[src/rtl/kamacore_stage_ex.sv]
// kamacore_stage_ex -- execute stage of the kamacore pipeline.
//
// Selects operands (with MEM-stage forwarding), computes single-cycle ALU
// results, and runs MUL / DIVU / REMU on a shared iterative unit that
// stalls decode until the result is ready. The result is written into the
// EX/MEM stage buffer (ex_* outputs).
//
// Ports:
//   clk, rst            clock; synchronous active-low reset
//   flush               kill the instruction in EX (aborts multi-cycle ops)
//   id_*                instruction, operands and register indices from ID
//   fwd_we/fwd_a/fwd_data  MEM-stage forwarding path
//   stall               ID must hold its outputs this cycle
//   ex_*                EX/MEM stage buffer
//
// Handshake: ID presents an instruction with id_valid=1. It is consumed at
// the next posedge unless stall=1 in that cycle, in which case ID holds all
// id_* inputs unchanged. There is no backpressure from the memory stage.
module kamacore_stage_ex #(
  parameter int CPU_WIDTH      = 32,
  parameter int REG_ADDR_WIDTH = 5
) (
  input  logic                      clk,
  input  logic                      rst,
  input  logic                      flush,
  input  logic                      id_valid,
  input  logic [3:0]                id_op,
  input  logic [CPU_WIDTH-1:0]      id_src1,
  input  logic [CPU_WIDTH-1:0]      id_src2,
  input  logic [REG_ADDR_WIDTH-1:0] id_rs1,
  input  logic [REG_ADDR_WIDTH-1:0] id_rs2,
  input  logic [REG_ADDR_WIDTH-1:0] id_rd,
  input  logic                      id_rd_we,
  input  logic [31:0]               id_instruction,
  input  logic                      fwd_we,
  input  logic [REG_ADDR_WIDTH-1:0] fwd_a,
  input  logic [CPU_WIDTH-1:0]      fwd_data,
  output logic                      stall,
  output logic                      ex_valid,
  output logic [CPU_WIDTH-1:0]      ex_alu_result,
  output logic [31:0]               ex_instruction,
  output logic [REG_ADDR_WIDTH-1:0] ex_rd,
  output logic                      ex_rd_we
);

  localparam int W  = CPU_WIDTH;
  localparam int SW = $clog2(W);

  localparam logic [3:0] OP_ADD   = 4'd0;
  localparam logic [3:0] OP_SUB   = 4'd1;
  localparam logic [3:0] OP_AND   = 4'd2;
  localparam logic [3:0] OP_OR    = 4'd3;
  localparam logic [3:0] OP_XOR   = 4'd4;
  localparam logic [3:0] OP_SLL   = 4'd5;
  localparam logic [3:0] OP_SRL   = 4'd6;
  localparam logic [3:0] OP_SRA   = 4'd7;
  localparam logic [3:0] OP_SLT   = 4'd8;
  localparam logic [3:0] OP_SLTU  = 4'd9;
  localparam logic [3:0] OP_MUL   = 4'd10;
  localparam logic [3:0] OP_DIVU  = 4'd11;
  localparam logic [3:0] OP_REMU  = 4'd12;
  localparam logic [3:0] OP_PASS2 = 4'd13;

  typedef enum logic {IDLE, BUSY} state_e;

  state_e                      state_q, state_d;
  logic [SW-1:0]               cnt_q, cnt_d;
  logic [W-1:0]                acc_q, acc_d;   // MUL accumulator / DIV partial remainder
  logic [W-1:0]                opa_q, opa_d;   // MUL multiplicand / DIV dividend->quotient
  logic [W-1:0]                opb_q, opb_d;   // MUL multiplier / DIV divisor
  logic [3:0]                  mop_q, mop_d;
  logic [31:0]                 m_instr_q, m_instr_d;
  logic [REG_ADDR_WIDTH-1:0]   m_rd_q, m_rd_d;
  logic                        m_rd_we_q, m_rd_we_d;

  logic                        ex_valid_q, ex_valid_d;
  logic [W-1:0]                ex_result_q, ex_result_d;
  logic [31:0]                 ex_instr_q, ex_instr_d;
  logic [REG_ADDR_WIDTH-1:0]   ex_rd_q, ex_rd_d;
  logic                        ex_rd_we_q, ex_rd_we_d;

  logic                        stall_c;

  // Operand selection: forward the MEM-stage value when it targets the
  // source register; x0 is never forwarded.
  logic [W-1:0] src1, src2;
  always_comb begin
    src1 = id_src1;
    src2 = id_src2;
    if (fwd_we && (fwd_a != '0) && (fwd_a == id_rs1)) src1 = fwd_data;
    if (fwd_we && (fwd_a != '0) && (fwd_a == id_rs2)) src2 = fwd_data;
  end

  // Single-cycle ALU.
  logic [SW-1:0] shamt;
  logic [W-1:0]  alu_res;
  logic          is_multi;
  assign shamt    = src2[SW-1:0];
  assign is_multi = (id_op == OP_MUL) || (id_op == OP_DIVU) || (id_op == OP_REMU);

  always_comb begin
    alu_res = '0;
    case (id_op)
      OP_ADD:   alu_res = src1 + src2;
      OP_SUB:   alu_res = src1 - src2;
      OP_AND:   alu_res = src1 & src2;
      OP_OR:    alu_res = src1 | src2;
      OP_XOR:   alu_res = src1 ^ src2;
      OP_SLL:   alu_res = src1 << shamt;
      OP_SRL:   alu_res = src1 >> shamt;
      OP_SRA:   alu_res = $unsigned($signed(src1) >>> shamt);
      OP_SLT:   alu_res = {{(W-1){1'b0}}, ($signed(src1) < $signed(src2))};
      OP_SLTU:  alu_res = {{(W-1){1'b0}}, (src1 < src2)};
      OP_PASS2: alu_res = src2;
      default:  alu_res = '0;
    endcase
  end

  // One iteration of the iterative unit, computed from the current state.
  // Restoring division shifts {rem, quotient} left, trial-subtracts the
  // divisor and keeps the difference when it does not borrow. A zero divisor
  // never borrows, which yields quotient all-ones and remainder = dividend.
  logic [W:0]   rem_sh, diff;
  logic [W-1:0] acc_n, opa_n, opb_n, iter_res;
  always_comb begin
    rem_sh   = {acc_q, opa_q[W-1]};
    diff     = rem_sh - {1'b0, opb_q};
    acc_n    = acc_q;
    opa_n    = opa_q;
    opb_n    = opb_q;
    iter_res = '0;
    if (mop_q == OP_MUL) begin
      acc_n    = acc_q + (opb_q[0] ? opa_q : '0);
      opa_n    = opa_q << 1;
      opb_n    = opb_q >> 1;
      iter_res = acc_n;
    end else begin
      if (!diff[W]) begin
        acc_n = diff[W-1:0];
        opa_n = {opa_q[W-2:0], 1'b1};
      end else begin
        acc_n = rem_sh[W-1:0];
        opa_n = {opa_q[W-2:0], 1'b0};
      end
      iter_res = (mop_q == OP_REMU) ? acc_n : opa_n;
    end
  end

  // FSM next-state and outputs.
  always_comb begin
    state_d     = state_q;
    cnt_d       = cnt_q;
    acc_d       = acc_q;
    opa_d       = opa_q;
    opb_d       = opb_q;
    mop_d       = mop_q;
    m_instr_d   = m_instr_q;
    m_rd_d      = m_rd_q;
    m_rd_we_d   = m_rd_we_q;
    stall_c     = 1'b0;
    ex_valid_d  = 1'b0;
    ex_result_d = '0;
    ex_instr_d  = '0;
    ex_rd_d     = '0;
    ex_rd_we_d  = 1'b0;

    if (flush) begin
      state_d = IDLE;
    end else begin
      case (state_q)
        IDLE: begin
          if (id_valid) begin
            if (is_multi) begin
              // Latch operands and metadata; EX/MEM receives a bubble.
              stall_c   = 1'b1;
              acc_d     = '0;
              opa_d     = src1;
              opb_d     = src2;
              mop_d     = id_op;
              cnt_d     = SW'(W-1);
              m_instr_d = id_instruction;
              m_rd_d    = id_rd;
              m_rd_we_d = id_rd_we;
              state_d   = BUSY;
            end else begin
              ex_valid_d  = 1'b1;
              ex_result_d = alu_res;
              ex_instr_d  = id_instruction;
              ex_rd_d     = id_rd;
              ex_rd_we_d  = id_rd_we;
            end
          end
        end
        BUSY: begin
          acc_d = acc_n;
          opa_d = opa_n;
          opb_d = opb_n;
          cnt_d = cnt_q - SW'(1);
          if (cnt_q != '0) begin
            stall_c = 1'b1;
          end else begin
            // Final iteration: release ID and publish the result.
            ex_valid_d  = 1'b1;
            ex_result_d = iter_res;
            ex_instr_d  = m_instr_q;
            ex_rd_d     = m_rd_q;
            ex_rd_we_d  = m_rd_we_q;
            state_d     = IDLE;
          end
        end
        default: state_d = IDLE;
      endcase
    end
  end

  always_ff @(posedge clk) begin
    if (!rst) begin
      state_q     <= IDLE;
      cnt_q       <= '0;
      acc_q       <= '0;
      opa_q       <= '0;
      opb_q       <= '0;
      mop_q       <= '0;
      m_instr_q   <= '0;
      m_rd_q      <= '0;
      m_rd_we_q   <= 1'b0;
      ex_valid_q  <= 1'b0;
      ex_result_q <= '0;
      ex_instr_q  <= '0;
      ex_rd_q     <= '0;
      ex_rd_we_q  <= 1'b0;
    end else begin
      state_q     <= state_d;
      cnt_q       <= cnt_d;
      acc_q       <= acc_d;
      opa_q       <= opa_d;
      opb_q       <= opb_d;
      mop_q       <= mop_d;
      m_instr_q   <= m_instr_d;
      m_rd_q      <= m_rd_d;
      m_rd_we_q   <= m_rd_we_d;
      ex_valid_q  <= ex_valid_d;
      ex_result_q <= ex_result_d;
      ex_instr_q  <= ex_instr_d;
      ex_rd_q     <= ex_rd_d;
      ex_rd_we_q  <= ex_rd_we_d;
    end
  end

  // Stall is held low while reset is asserted.
  assign stall          = stall_c & rst;
  assign ex_valid       = ex_valid_q;
  assign ex_alu_result  = ex_result_q;
  assign ex_instruction = ex_instr_q;
  assign ex_rd          = ex_rd_q;
  assign ex_rd_we       = ex_rd_we_q;

endmodule

[config.mk]
export PLATFORM = sky130hd
export DESIGN_NAME = kamacore_stage_ex
export DESIGN_NICKNAME = d
export VERILOG_FILES = /design/src/rtl/kamacore_stage_ex.sv
export SDC_FILE = /design/constraint.sdc
export NUM_CORES = 1
export LEC_CHECK = 0
export BUFFER_PORTS_ARGS = -buffer_cell sky130_fd_sc_hd__buf_4
export CAP_MARGIN = 20
export CORE_ASPECT_RATIO = 0.5
export CORE_MARGIN = 8
export CORE_UTILIZATION = 45
export CTS_CLUSTER_SIZE = 24
export DETAILED_ROUTE_END_ITERATION = 7
export SLEW_MARGIN = 0
export SYNTH_ARGS = -nofsm -noshare
export SYNTH_HDL_FRONTEND = slang
export SYNTH_SLANG_ARGS = --single-unit
[constraint.sdc]
create_clock -name clk -period 16.3 [get_ports clk]
set_clock_uncertainty 0.2 [all_clocks]
set_input_delay 1.63 -clock clk [delete_from_list [all_inputs] [get_ports clk]]
set_output_delay 1.63 -clock clk [all_outputs]
set_load 0.05 [all_outputs]
# After elaboration in Yosys (flattened, before gate mapping)
# Index checks and enable logic that the tools add are counted.
# word_totals
latchBits	0
mem_bits_ro	0
output_inout_bits	72
regBits	215
in_bits	158
mem_count	0
mem_bits_rw	0
# classes
bitwise	7
n_lt_le_gt_ge	2
n_reduce_logical	12
shifts	3
multipliers	0
n_addsub	5
div	0
eq_ne	20
n_mux	48
# ops
op	count
$mux 32	20
$pmux 32 s11	1
$pmux 32 s2	5
$add 32x32->32	2
$lt 32x32->1	2
$sub 33x32->33	1
$and 32x32->32	1
$eq 4x4->1 const B	8
$or 32x32->32	1
$shl 32x5->32	1
$shr 32x5->32	1
$sshr 32x5->32	1
$sub 32x32->32	1
$xor 32x32->32	1
$mux 5	5
$pmux 5 s2	2
$eq 4x3->1 const B	4
$mux 1	12
$eq 5x5->1	2
$reduce_bool 5->1	2
$eq 4x2->1 const B	2
$reduce_and 4->1	2
$pmux 1 s2	3
$sub 5x1->5 const B	1
other kinds (10)	16

# Logic depth before layout (Yosys ltp)
# logic_depth
depth_word	9
depth_mapped	23

# Least setup slack after synthesis
# OpenSTA, ideal clock, no wires.
# synth_timing
path_type	input -> register
startpoint	input fwd_a[1]
endpoint	register ex_result_q[26], in the netlist ex_alu_result[26]
setup_ns	0.127
arrival_time_ns	6.506
cell_stages	23
path_slack_ns	9.467
path_cell_list	or4_4 o21ai_2 buf_4 o31ai_1 nand2_1 buf_2 buf_2 buf_2 buf_1 ha_1 inv_1 fa_1 o21bai_1 a21oi_1 nor4_1 o2111a_1 nor2_1 a2bb2oi_1 o21a_1 a221o_1 o21ai_0 a31oi_1 or3_1
# synth_between
elab_chain_cells	9
elab_cells_between_ends	20
cone_classes	add/sub (2); eq/ne (2); shift (3); mux (6); bitwise (3); reduce/logical (4)
# synth_rtl
element	line_no	rtl
from (decl)	36	input logic [REG_ADDR_WIDTH-1:0] fwd_a,
$reduce_bool 5->1	90, 91	
$logic_and 1x1->1	90, 91	
$logic_and 1x1->1 (on tied branches)	90, 91	
$mux 32 (on tied branches)	90, 91	
$sub 32x32->32, or another cell as far along	105	OP_SUB: alu_res = src1 - src2;
$pmux 32 s11 (*)	103	case (id_op)
$mux 32 (*)	173	if (is_multi) begin
$mux 32 (*)	172	if (id_valid) begin
$pmux 32 s2 (*)	170	case (state_q)
to (signal assigned)	243	ex_result_q <= ex_result_d;
to (decl)	77	logic [W-1:0] ex_result_q, ex_result_d;
# Mark *: on every way between the ends. The rest lies on a longest branch, timed or not.
# A chain may end at the register's enable or synchronous reset.

# Worst setup path after layout
# layout_timing
startpoint	input fwd_a[1]
endpoint	register ex_result_q[27], in the netlist ex_alu_result[27]
# The elaborated chain is that of the path after synthesis.

==> results by group <==
Outcome
  • Outcome: finished, final reports clean

Place
  • Setup WS pre-CTS: approximately 7700 ps
  • DP HPWL: roughly 90,000 µm
  • GP Congestion: around 1.1
  • I/O Buffers: between 200 and 250
  • Area post-placement: 25,900 µm²
  • Dpl cells: approximately 4,100

Die
  • DIE WIDTH: roughly 340 µm
  • Initial core utilization: between 40 and 50%
  • Core ar.: about 52,000 µm²
  • Die Area: roughly 61,000 µm²
  • Row cnt: between 50 and 60
  • Die height: ~180 µm
  • Ports: between 200 and 250

Drt
  • Post-DRT Antenna Nets: 0
  • Wire per inst: approximately 28 µm
  • Final wirelength: 115,000 µm
  • # DRC: 0
  • Router iterations before antenna repair: 7
  • Iter 0 DRT Violations: approximately 4,200
  • DR vias/cell: between 6 and 7
  • DR vias: about 28,000

GRT
  • Largest net degree at the start of global routing: 81
  • Vias in the first global route: 25,300
  • Initial antenna violation count: 4
  • Global route overflow: 0
  • Gr usage total: a little over a third
  • First-pass GRT wire length: ~170,000 µm

Hold path
  • Hold Path Class: reg -> reg

Synth
  • Synth Net Count: 3,684
  • Avg Inst Size Synth: slightly above 7 µm²
  • Post-synthesis mux area share: around 4.5%
  • Cells after Synth: 3,353
  • Async SR Flop Fraction: 0%
  • Syn Std Cell Area: around 24,000 µm²
  • Sequential fraction of the synthesis area: 18.1%
  • Post-synthesis cell type count: 97
  • Syn. warnings: 0
  • Synth Area in Adders: 9.23%
  • Simple-gate share of the synthesized area: 22.5%
  • Top FF cell, synth: dfxtp_1
  • Xor and xnor area share after synthesis: 3.09%
  • Main combinational cell family by area after synthesis: compound AO/OA/AOI/OAI gates
  • Post-synthesis compound-gate area fraction: between 30 and 40%
  • Post-synth EDFFs: 0
  • Flops & latches, synth: 215

Clock tree
  • Max Root-Sink Buffers: 3
  • CTS HTree Levels: 1
  • Clock sinks: around 220
  • CTS buffer count: 24
  • Post CTS Setup Buffer Count: 0
  • Post-cts resize count: 0
  • Root Driver: clkbuf_16
  • TritonCTS clock tree: done
  • Clk pin slew, worst setup/hold paths: approximately 60 ps
  • Skew-Pair Late Insertion Delay: roughly 570 ps
  • # hold bufs at CTS: 0

Cells and area
  • Final nets: 3,744
  • Cell Count, Final, Fillers Out: between 4,000 and 5,000
  • Share of cells above drive strength 1: 12.2%
  • Design area: 26,700 µm²
  • Fillcell total: between 5,000 and 6,000
  • Synthesis-to-finish area growth: 12.2%
  • Final Util: 51.2%

Power and ir drop
  • Peak supply drop: ~0.083 mV
  • Leakage: around 11 nW
  • Power Dens Cells: a little under 70 nW/µm²
  • Design Power: 1.83 mW

Timing
  • Max-slew violation count: 0
  • Final hold vios: 0
  • RSZ-0062 raised after global routing: no
  • Clock period minus worst slack: approximately 8300 ps
  • Max_slew headroom: approximately 15%
  • Final period util: between 50% and 60%
  • Final WS setup: roughly 8000 ps
  • Worst hold margin: between 200 and 300 ps
  • Fmax: 120 MHz
  • Setup violators final: 0
  • Final setup TNS: 0 ps
  • Measured slew at the worst slew-check pin: ~1200 ps

Worst setup path
  • Worst setup SP type: primary input
  • Req. time, crit path: roughly 17,000 ps
  • Critical path endpoint category: flip-flop
  • CP Data Arrival Time: approximately 8500 ps
  • Crit path kind: in -> reg
  • CP max FO: 32

Flow run
  • Max-cap violations: 0
per-layer routing:
layer / global-route usage (%) / vias to the layer above / part of all wire [%]
met2: 48.3 / 1917 / 38
met5: 0 / - / 0.068
met3: 11.8 / 213 / 15
li1: - / 12500 / -
met1: 52.8 / 13000 / 45
met4: 7.83 / 6 / 2.5
sequential cells by signal, summed over array words and instances, names as in the netlist, 5 cells and up:
register        flops
ex_rd               5
m_instr_q          32
m_rd_q              5
ex_instruction     32
opa_q              32
cnt_q               5
opb_q              32
ex_alu_result      32
acc_q              32
critical path, cell delays in order:
cell,delay [ps]
buf_4,130
or4_4,530
o21ai_2,510
buf_4,370
nor3_4,70
buf_4,340
mux2i_1,1020
inv_1,120
ha_1,550
or3_1,380
a211oi_1,400
nor3_1,190
o41ai_1,940
or2_2,260
nor2_1,40
a211o_1,280
a2111oi_0,600
o22ai_1,170
kinds of logic after synthesis:
kind of cell	Yosys count
mux	96
flops	215
fa+ha+maj	173
simple gates	1129
xor+xnor	84
compound gates	1245
buf+inv	411
where the power goes:
part           switching, mW  leakage (nW)  internal [mW]
sequential           0.00915          1.74          0.536
combinational          0.481          8.70          0.234
clock                  0.257         0.376          0.311
final timing paths:
path | end | from | cells past startpoint | slack (ps)
worst max-delay path | ex_alu_result[27] | fwd_a[1] | 18 | 7980
worst min register to register | m_instr_q[29] | m_instr_q[29] | 2 | 260
worst max register to register | ex_alu_result[10] | opb_q[0] | 16 | 10330
worst min-delay path | m_instr_q[29] | m_instr_q[29] | 2 | 260
area by class of cell:
| cell class | instances | area, µm² | share of cell area, % |
|---|---|---|---|
| clock buffers | 31 | 637 | 2.39 |
| diodes | 1 | 2.50 | 0.00939 |
| clock inverters | 12 | 141 | 0.530 |
| flip-flops and latches | 215 | 4310 | 16.2 |
| multi-input cells | 2727 | 17900 | 67.1 |
| well taps | 701 | 877 | 3.29 |
| inverters | 151 | 567 | 2.13 |
| repair buffers | 294 | 2240 | 8.40 |
cell usage in the layout, fill, tap and decap left out, types with 22 or more instances in the layout:
cell type	count
nor2_1	282
clkbuf_16	24
a21boi_0	88
o21bai_1	32
o31ai_1	45
o21a_1	22
buf_4	292
and2_1	93
xnor2_1	54
a211oi_1	54
and3_1	25
dfxtp_1	214
a31oi_1	36
a22oi_1	102
o21ai_0	215
mux2i_1	72
a21o_1	50
ha_1	169
nor2b_1	32
nand3_1	94
a221oi_1	36
or3_1	22
xor2_1	29
inv_1	146
o22ai_1	24
nor3_1	124
nand4_1	51
a21oi_1	271
nand2_1	316
o221ai_1	43
o211ai_1	48
synth_stat cells (72+ instances only):
cell,number,share of area [%]
dfxtp_1,215,18
a21boi_0,88,2.8
nand2_1,318,5.0
o21ai_0,215,4.5
nand3_1,95,2.0
a22oi_1,102,3.2
nor3_1,127,2.7
clkbuf_1,186,2.9
and2_1,93,2.4
nor2_1,285,4.5
inv_1,147,2.3
a21oi_1,271,5.7
ha_1,169,8.9
mux2i_1,72,3.0
(Power assumes the default switching activity.)
